--- config.mk ---
export PLATFORM = sky130hd
export DESIGN_NAME = multiword_add_sequencer_flat
export DESIGN_NICKNAME = d
export VERILOG_FILES = /design/src/rtl/multiword_add_sequencer_if.sv /design/src/rtl/multiword_add_sequencer.sv /design/src/flat_wrapper.sv
export SDC_FILE = /design/constraint.sdc
export NUM_CORES = 1
export LEC_CHECK = 0
export ABC_AREA = 1
export CELL_PAD_IN_SITES_DETAIL_PLACEMENT = 0
export CELL_PAD_IN_SITES_GLOBAL_PLACEMENT = 1
export CORE_UTILIZATION = 43
export CTS_CLUSTER_SIZE = 10
export DETAILED_ROUTE_END_ITERATION = 10
export GPL_TIMING_DRIVEN = 0
export PLACE_DENSITY = 0.92
export SYNTH_ARGS = -nofsm -noshare
export SYNTH_HDL_FRONTEND = slang
export SYNTH_SLANG_ARGS = --single-unit
export TNS_END_PERCENT = 5
--- constraint.sdc ---
create_clock -name clk -period 19.2 [get_ports clk]
set_input_delay 2.88 -clock clk [delete_from_list [all_inputs] [get_ports clk]]
set_output_delay 2.88 -clock clk [all_outputs]
set_load 0.02 [all_outputs]
--- src/rtl/multiword_add_sequencer_if.sv ---
// Command/status bundle for multiword_add_sequencer; the i_sub line exists only when SUB_EN is defined.
interface multiword_add_sequencer_if #(parameter int WORDS = 4);
  logic                  i_start;
  logic [WORDS*16-1:0]   i_a;
  logic [WORDS*16-1:0]   i_b;
`ifdef SUB_EN
  logic                  i_sub;
`endif
  logic                  o_busy;
  logic                  o_done;
  logic [WORDS*16-1:0]   o_sum;
  logic                  o_sign;
  logic                  o_zero;
  logic                  o_overflow;
  logic                  o_carry;
  logic                  o_parity;

  modport master (
`ifdef SUB_EN
    output i_sub,
`endif
    output i_start, i_a, i_b,
    input  o_busy, o_done, o_sum, o_sign, o_zero, o_overflow, o_carry, o_parity
  );

  modport slave (
`ifdef SUB_EN
    input  i_sub,
`endif
    input  i_start, i_a, i_b,
    output o_busy, o_done, o_sum, o_sign, o_zero, o_overflow, o_carry, o_parity
  );
endinterface

--- src/rtl/multiword_add_sequencer.sv ---
// Word-serial WORDS*16-bit adder built around one shared 16-bit adder, LS word first.
// Define SUB_EN to add the subtract select (A + ~B + 1, carry=1 means no borrow).
module multiword_add_sequencer #(
  parameter int WORDS = 4
) (
  input logic                    clk,
  input logic                    rst,
  multiword_add_sequencer_if.slave bus
);

  localparam int W  = WORDS * 16;
  localparam int SW = (WORDS - 1) * 16;
  localparam int IW = $clog2(WORDS);

  typedef enum logic {IDLE, RUN} state_e;

  state_e          r_state;
  logic [IW-1:0]   r_idx;
  logic [W-1:0]    r_a;
  logic [W-1:0]    r_b;
  logic            r_carry;
  logic [SW-1:0]   r_shadow;
`ifdef SUB_EN
  logic            r_sub;
`endif
  logic [W-1:0]    r_sum;
  logic            r_done;
  logic            r_sign;
  logic            r_zero;
  logic            r_overflow;
  logic            r_carryFlag;
  logic            r_parity;

  logic            w_invert;
  logic            w_startCarry;
  logic [15:0]     w_aWord;
  logic [15:0]     w_bWord;
  logic [16:0]     w_wordSum;
  logic [W-1:0]    w_fullSum;
  logic            w_lastWord;

`ifdef SUB_EN
  assign w_invert     = r_sub;
  assign w_startCarry = bus.i_sub;
`else
  assign w_invert     = 1'b0;
  assign w_startCarry = 1'b0;
`endif

  // Operands shift right each word, so the adder always sees the low word.
  assign w_aWord    = r_a[15:0];
  assign w_bWord    = r_b[15:0] ^ {16{w_invert}};
  assign w_wordSum  = {1'b0, w_aWord} + {1'b0, w_bWord} + {16'd0, r_carry};
  assign w_fullSum  = {w_wordSum[15:0], r_shadow};
  assign w_lastWord = (r_idx == IW'(WORDS - 1));

  always_ff @(posedge clk or posedge rst) begin
    if (rst) begin
      r_state     <= IDLE;
      r_idx       <= '0;
      r_a         <= '0;
      r_b         <= '0;
      r_carry     <= 1'b0;
      r_shadow    <= '0;
`ifdef SUB_EN
      r_sub       <= 1'b0;
`endif
      r_sum       <= '0;
      r_done      <= 1'b0;
      r_sign      <= 1'b0;
      r_zero      <= 1'b0;
      r_overflow  <= 1'b0;
      r_carryFlag <= 1'b0;
      r_parity    <= 1'b0;
    end else begin
      r_done <= 1'b0;
      case (r_state)
        IDLE: begin
          if (bus.i_start) begin
            r_a     <= bus.i_a;
            r_b     <= bus.i_b;
`ifdef SUB_EN
            r_sub   <= bus.i_sub;
`endif
            r_carry <= w_startCarry;
            r_idx   <= '0;
            r_state <= RUN;
          end
        end
        RUN: begin
          // Finished words enter the shadow at the top and drift down toward word 0.
          r_shadow <= SW'({w_wordSum[15:0], r_shadow} >> 16);
          r_a      <= r_a >> 16;
          r_b      <= r_b >> 16;
          r_carry  <= w_wordSum[16];
          r_idx    <= r_idx + 1'b1;
          if (w_lastWord) begin
            r_state     <= IDLE;
            r_done      <= 1'b1;
            r_sum       <= w_fullSum;
            r_sign      <= w_wordSum[15];
            r_zero      <= ~|w_fullSum;
            r_parity    <= ~^w_fullSum;
            r_carryFlag <= w_wordSum[16];
            r_overflow  <= (w_aWord[15] == w_bWord[15]) && (w_wordSum[15] != w_aWord[15]);
          end
        end
        default: r_state <= IDLE;
      endcase
    end
  end

  assign bus.o_busy     = (r_state == RUN);
  assign bus.o_done     = r_done;
  assign bus.o_sum      = r_sum;
  assign bus.o_sign     = r_sign;
  assign bus.o_zero     = r_zero;
  assign bus.o_overflow = r_overflow;
  assign bus.o_carry    = r_carryFlag;
  assign bus.o_parity   = r_parity;

endmodule
--- src/flat_wrapper.sv ---
// flat-port wrapper written by rule: the top's interface ports become plain ports
module multiword_add_sequencer_flat 
#(
  parameter int WORDS = 4
)
  (clk, rst, bus_i_start, bus_i_a, bus_i_b, bus_o_busy, bus_o_done, bus_o_sum, bus_o_sign, bus_o_zero, bus_o_overflow, bus_o_carry, bus_o_parity);
  multiword_add_sequencer_if #(.WORDS(WORDS)) bus_i ();
  input logic clk;
  input logic rst;
  input wire logic [$bits(bus_i.i_start)-1:0] bus_i_start;
  input wire logic [$bits(bus_i.i_a)-1:0] bus_i_a;
  input wire logic [$bits(bus_i.i_b)-1:0] bus_i_b;
  output wire logic [$bits(bus_i.o_busy)-1:0] bus_o_busy;
  output wire logic [$bits(bus_i.o_done)-1:0] bus_o_done;
  output wire logic [$bits(bus_i.o_sum)-1:0] bus_o_sum;
  output wire logic [$bits(bus_i.o_sign)-1:0] bus_o_sign;
  output wire logic [$bits(bus_i.o_zero)-1:0] bus_o_zero;
  output wire logic [$bits(bus_i.o_overflow)-1:0] bus_o_overflow;
  output wire logic [$bits(bus_i.o_carry)-1:0] bus_o_carry;
  output wire logic [$bits(bus_i.o_parity)-1:0] bus_o_parity;
  assign bus_i.i_start = bus_i_start;
  assign bus_i.i_a = bus_i_a;
  assign bus_i.i_b = bus_i_b;
  assign bus_o_busy = bus_i.o_busy;
  assign bus_o_done = bus_i.o_done;
  assign bus_o_sum = bus_i.o_sum;
  assign bus_o_sign = bus_i.o_sign;
  assign bus_o_zero = bus_i.o_zero;
  assign bus_o_overflow = bus_i.o_overflow;
  assign bus_o_carry = bus_i.o_carry;
  assign bus_o_parity = bus_i.o_parity;
  multiword_add_sequencer #(.WORDS(WORDS)) u_core (.clk(clk), .rst(rst), .bus(bus_i));
endmodule
==> out/results.txt, run 1 <==
Synth Instances = 1419
P&R area growth vs syn = 27.69%
Clock Sinks = 249
Slowest stage delay, CP = 0.59 ns
Yosys Warn Count = 0
Clock Path Buffers = 3
Crit path kind = register to output pin
Global-route track usage on met2 = 42.25%
Design Power = 2809 µW
Max_cap viols = 0
CTS tree = done
R2r setup slk = 15.66 ns
I/O Buffers = 201
Relative slew slack = 53.79%
Initial antenna violation count = 2
Grt met3 use = 3.829%
WHS Path Cells = 2
Antenna Violating Nets Remaining = 0
Core ar. = 26880 µm²
Slowest stage cell, crit path = clkdlybuf4s50_1
Final worst-path cycle share = 23.52%
Final hold slack = 0.4804 ns
EDFF count, synth = 0
GR Util All Layers = 24.00%
Global route hottest layer = met2
Final-report hold violation count = 0
Final cell count without fillers = 1999
PD cells = 187.0 nW/µm²
Critical-path maximum fanout = 3
Syn nets = 1599
Die Width = 167.4 µm
Setup TNS = 0 ns
Routability Congestion = 0.9140
Critical Path AT = 1.64 ns
Seq/Total Area, Yosys = 52.98%
Routed vias/inst = 5.051
DP HPWL = 25430 µm
Core Rows = 60
R2r startpoint = u_core.r_carry
Synth Register Bits = 249
Clock root buffer = clkbuf_16
Crit path cell chain = buf_4 > clkdlybuf4s50_1
First-pass GRT wire length = 52680 µm
Avg Cell Area, Syn = 8.288 µm²
Peak VDD IR = 0.00009157 V
DRT Pass-1 Iters = 5
Resized Gates After CTS = 0
Finish-stage setup viols = 0
Height of the die = 167.4 µm
Wire per inst = 16.45 µm
Family with the most delay on the worst path = buffers and inverters
Post-CTS setup buffer count = 0
Worst Hold Class = register to register
Unrepaired setup endpoints after global routing = false
Ports = 202
Final min period = 4.515 ns
CP endpoint kind = output pin
Vias in the first global route = 10160
Placed cell count = 1963
Depth of the CTS H-tree = 1
Clock transition at path regs = 0.05 ns
Die ar. = 28020 µm²
Critical Path Source Type = register
Grt total ovfl = 0
Most frequent cells in the layout = nand2_1 (628), dfrtp_1 (249), clkdlybuf4s50_1 (201), o21ai_0 (110), inv_1 (107)
Worst-margin pin slew = 0.6932 ns
Achievable Freq = 221.5 MHz
# hold bufs at CTS = 0
Nets = 1833
DR iter-0 viols = 700
Critical Path RT = 16.32 ns
CTS buffer count = 29
Antenna cells = 0
Primary FF master, synth = dfrtp_1
Slew Limit Fails = 0
Worst-Skew Late Latency = 0.54 ns
Asr flop ratio synth = 100.0%
Via count = 10100
Worst path bufs/invs = 2
Largest net degree at the start of global routing = 133
Routed WL = 32890 µm
Worst Hold Path EP = u_core.r_a[58]
Share of cells above drive strength 1 = 3.860%
Most common cell after layout, fill and taps aside = nand2_1
Lkg Pwr = 0.007444 µW
DR DRC count = 0
Met1 Use GR = 30.28%
Unique masters post-synth = 36
Layout Skew = 0.008955 ns
R2R Path End = u_core.bus.o_parity
Cell Area, Synth = 11760 µm²
Cells on worst reg2reg path = 24
Initial Utilization = 43.76%
Hold path start = u_core.r_a[58]
Status = complete, no violations
flip-flops by register name (all words and copies together) (netlist names):
register	cells
u_core.bus.o_busy	1
u_core.r_a	64
u_core.r_carry	1
u_core.r_shadow	48
u_core.bus.o_done	1
u_core.bus.o_parity	1
u_core.r_b	64
u_core.bus.o_zero	1
u_core.bus.o_sign	1
u_core.r_idx	2
u_core.bus.o_sum	63
u_core.bus.o_overflow	1
u_core.bus.o_carry	1
logic make-up after synthesis:
group                    count (synthesis)  share of synthesized area (%)
XOR/XNOR                                24                          1.787
AND/OR/NAND/NOR                        737                          24.86
buffers and inverters                  175                          5.755
AO/OA/AOI/OAI                          185                          9.277
flip-flops                             249                          52.98
adder cells (fa/ha/maj)                 49                          5.340
worst max-delay path by stage:
stage | end | startpoint | cells past startpoint | slack, ns
2_1_floorplan | u_core.bus.o_busy | rst | 1 | 9.48
3_3_place_gp | u_core.bus.o_sum[58] | rst | 2 | 6.61
3_5_place_dp | u_core.r_b[20] | bus_i_start | 5 | 14.42
4_1_cts | bus_o_sum[63] | u_core.bus.o_sign | 2 | 14.66
5_1_grt | bus_o_sum[63] | u_core.bus.o_sign | 2 | 14.63
6_report | bus_o_sum[63] | u_core.bus.o_sign | 2 | 14.68
report_power, final:
group	internal [µW]	total [µW]	switching (µW)	leakage, µW
Sequential	720	846	126	0.00327
Combinational	553	1490	939	0.00381
Clock	268	470	202	0.000365
cells in the mapped netlist, types with 2 or more instances:
library cell / n / share of area [%]
nand2_1: 628 / 20
dfrtp_1: 249 / 53
o21ai_0: 110 / 4.7
inv_1: 108 / 3.4
nand3_1: 67 / 2.9
ha_1: 47 / 5.0
clkbuf_1: 43 / 1.4
a22oi_1: 30 / 1.9
nor2_1: 17 / 0.54
o211ai_1: 16 / 1.0
buf_2: 13 / 0.55
xnor2_1: 12 / 0.89
xor2_1: 12 / 0.89
a21oi_1: 9 / 0.38
nand4_1: 8 / 0.43
buf_1: 7 / 0.22
nand2_2: 7 / 0.37
a22o_1: 6 / 0.45
o21ai_1: 5 / 0.21
a21oi_2: 3 / 0.22
fa_1: 2 / 0.34
inv_2: 2 / 0.064
nand3_2: 2 / 0.17
nand3b_1: 2 / 0.13
nor3_1: 2 / 0.085
o31ai_1: 2 / 0.13
per-layer routing:
metal | share of wire, % | wire (µm) | vias up
li1 | - | - | 4994
met1 | 43 | 14000 | 4748
met2 | 49 | 16130 | 294
met3 | 5.7 | 1891 | 58
met4 | 2.6 | 858 | 2
met5 | 0.033 | 11 | -
metrics by stage:
| stage | worst slack [ns] | util (%) | instance area (µm²) |
|---|---|---|---|
| floorplan | 9.477 | - | 11760 |
| global placement | 6.615 | 52.84 | 14200 |
| detailed placement | 14.42 | 53.07 | 14260 |
| CTS | 14.66 | 55.88 | 15020 |
| global route | 14.63 | 55.88 | 15020 |
| finish | 14.68 | 55.88 | 15020 |
worst min-delay path: stages, from the launching register on:
cell	delay, ns
dfrtp_1	0.34
nand2_1	0.06
nand2_1	0.05
area by class of cell:
type,count,area (µm²)
plain buffers,64,260.3
clock buffers,35,748.2
clock inverters,1,7.507
fillers,2509,11860
inverters,111,424.2
multi-input cells,995,4853
flip-flops and latches,249,6231
well taps,341,426.7
repair buffers,203,2067
(Power assumes the default switching activity.)
==> inputs of run 2 (changes only) <==
--- a/config.mk
+++ b/config.mk
@@ -8,11 +8,11 @@
 export ABC_AREA = 1
 export CELL_PAD_IN_SITES_DETAIL_PLACEMENT = 0
 export CELL_PAD_IN_SITES_GLOBAL_PLACEMENT = 1
-export CORE_UTILIZATION = 43
+export CORE_UTILIZATION = 36
 export CTS_CLUSTER_SIZE = 10
 export DETAILED_ROUTE_END_ITERATION = 10
 export GPL_TIMING_DRIVEN = 0
-export PLACE_DENSITY = 0.92
+export PLACE_DENSITY = 0.83
 export SYNTH_ARGS = -nofsm -noshare
 export SYNTH_HDL_FRONTEND = slang
 export SYNTH_SLANG_ARGS = --single-unit
==> constraint.sdc (replaced) <==
create_clock -name clk -period 3.9 [get_ports clk]
set_input_delay 0.585 -clock clk [delete_from_list [all_inputs] [get_ports clk]]
set_output_delay 0.585 -clock clk [all_outputs]
set_load 0.02 [all_outputs]
==> out/results.txt, run 2 (synthesis results as in run 1) <==
Vias in the first global route = 10340
Resized Gates After CTS = 0
CTS buffer count = 30
Critical Path RT = 4.35 ns
Status = complete, no violations
Clock Sinks = 249
Design Power = 14140 µW
Relative slew slack = 53.11%
Antenna Violating Nets Remaining = 0
Max_cap viols = 0
Initial Utilization = 36.89%
Finish-stage setup viols = 0
Routability Congestion = 0.8989
Routed WL = 34100 µm
Cell-internal power = 7778 µW
Most common cell after layout, fill and taps aside = nand2_1
Reg power frac = 29.3%
Final-report hold violation count = 0
GR Util All Layers = 20.88%
R2r setup slk = 0.38 ns
Initial antenna violation count = 2
First-pass GRT wire length = 54360 µm
Worst Hold Class = input pin to async pin
Slew Limit Fails = 0
Lkg Pwr = 0.007546 µW
Grt total ovfl = 0
Routed vias/inst = 4.811
DP HPWL = 26900 µm
Share of cells above drive strength 1 = 4.679%
R2R Path End = u_core.bus.o_parity
Setup TNS = 0 ns
Clock transition at path regs = 0.06 ns
Register area = 6231 µm²
DR DRC count = 0
Worst-margin pin slew = 0.7033 ns
Critical-path maximum fanout = 3
PD cells = 921.4 nW/µm²
Final cell count without fillers = 2103
Layout Skew = 0.01995 ns
Core ar. = 31880 µm²
Wire per inst = 16.21 µm
Comb power frac = 52.8%
Placed cell count = 2062
Via count = 10120
CP endpoint kind = register
Height of the die = 182.8 µm
Clock Path Buffers = 3
Nets = 1839
Final min period = 3.517 ns
Unrepaired setup endpoints after global routing = false
Cells on worst reg2reg path = 23
Slowest stage cell, crit path = fa_1
Crit path kind = register to register
Worst path bufs/invs = 3
# hold bufs at CTS = 0
Post-CTS setup buffer count = 0
Achievable Freq = 284.4 MHz
Power share of the clock group = 17.9%
Largest net degree at the start of global routing = 44
Footprint of the multi-input gates = 4861 µm²
Peak VDD IR = 0.0004313 V
Slowest stage delay, CP = 0.45 ns
Crit path cell chain = fa_1 > inv_1 > fa_1 > inv_1 > nand2_1 > nand3_2 > a21oi_1 > xor2_1 > ha_1 > inv_1 > nand2_1 > nand2_1 > nand2_1 > nand2_1 > nand3_1 > nand2_1 > nand2_1 > nand2_1 > nand2_1 > nand2_1 > nand2_1 > nand3_1 > nand2_1
Critical Path Source Type = register
Switching Power = 6362 µW
Family with the most delay on the worst path = simple AND/OR/NAND/NOR gates
Filler cell count in the final layout = 3174
DRT Pass-1 Iters = 5
Depth of the CTS H-tree = 1
Sw frac = 44.99%
R2r startpoint = u_core.r_carry
Most frequent cells in the layout = nand2_1 (628), dfrtp_1 (249), clkdlybuf4s50_1 (201), o21ai_0 (110), inv_1 (107)
I/O Buffers = 201
P&R area growth vs syn = 30.48%
Die Width = 182.8 µm
DR iter-0 viols = 531
Core Rows = 65
CTS tree = done
Worst-Skew Late Latency = 0.56 ns
Critical Path AT = 3.97 ns
Clock root buffer = clkbuf_16
Die ar. = 33400 µm²
Most frequent CP cell = nand2_1
Ports = 202
Final worst-path cycle share = 90.17%
run 2: final cells by class:
class                   instances  share of cell area [%]
inverters                     111                   2.739
clock inverters                 5                  0.4892
repair buffers                208                   14.02
diodes                          1                 0.01631
clock buffers                  35                   5.210
plain buffers                  64                   1.696
flip-flops and latches        249                   40.60
well taps                     435                   3.547
multi-input cells             995                   31.68
run 2: metal layers:
layer	share of wire [%]	GRT usage, %	vias to the layer above	wire [µm]
met1	44	26.75	4781	15080
met5	0.032	0	-	11
met3	5.2	3.316	57	1787
met2	48	36.56	278	16500
li1	-	-	4999	-
met4	2.1	5.580	2	724
run 2: worst max-delay path by stage:
stage,depth (start not counted),startpoint,slack (ns),to
final,23,u_core.r_carry,0.38,u_core.bus.o_parity
after global routing,23,u_core.r_carry,0.03,u_core.bus.o_parity
after CTS,24,u_core.r_carry,0.29,u_core.bus.o_parity
after detailed placement,24,u_core.r_carry,0.31,u_core.bus.o_parity
after global placement,2,rst,-1.69,u_core.bus.o_sum[41]
after floorplan,1,rst,0.04,u_core.bus.o_busy
run 2: power by group through the flow:
stage / Sequential, µW / Clock, µW / Combinational (µW)
after global routing: 4240 / 2680 / 8420
after global placement: 4160 / 0 / 7240
after detailed placement: 4180 / 0 / 7440
after CTS: 4150 / 2570 / 7480
after floorplan: 4310 / 0 / 4760
final: 4150 / 2530 / 7460
run 2: worst register-to-register path: stages (launching register included):
cell and delay, ns:
dfrtp_1 0.40, fa_1 0.45, inv_1 0.08, fa_1 0.21, inv_1 0.07, nand2_1 0.08
nand3_2 0.11, a21oi_1 0.29, xor2_1 0.39, ha_1 0.32, inv_1 0.06, nand2_1 0.06
nand2_1 0.05, nand2_1 0.04, nand2_1 0.07, nand3_1 0.11, nand2_1 0.11, nand2_1 0.06
nand2_1 0.10, nand2_1 0.06, nand2_1 0.06, nand2_1 0.05, nand3_1 0.10, nand2_1 0.06
run 2: per-stage QoR:
stage               area [µm²]  hold slack, ns  setup slack, ns  utilization, %
detailed placement       14460          0.4692           0.3102           45.36
global route             15340          0.4980          0.03030           48.13
finish                   15350          0.4806           0.3834           48.14
floorplan                11770          0.4498          0.04129               -
CTS                      15340          0.4851           0.2933           48.10
global placement         14320          0.4635           -1.693           44.92
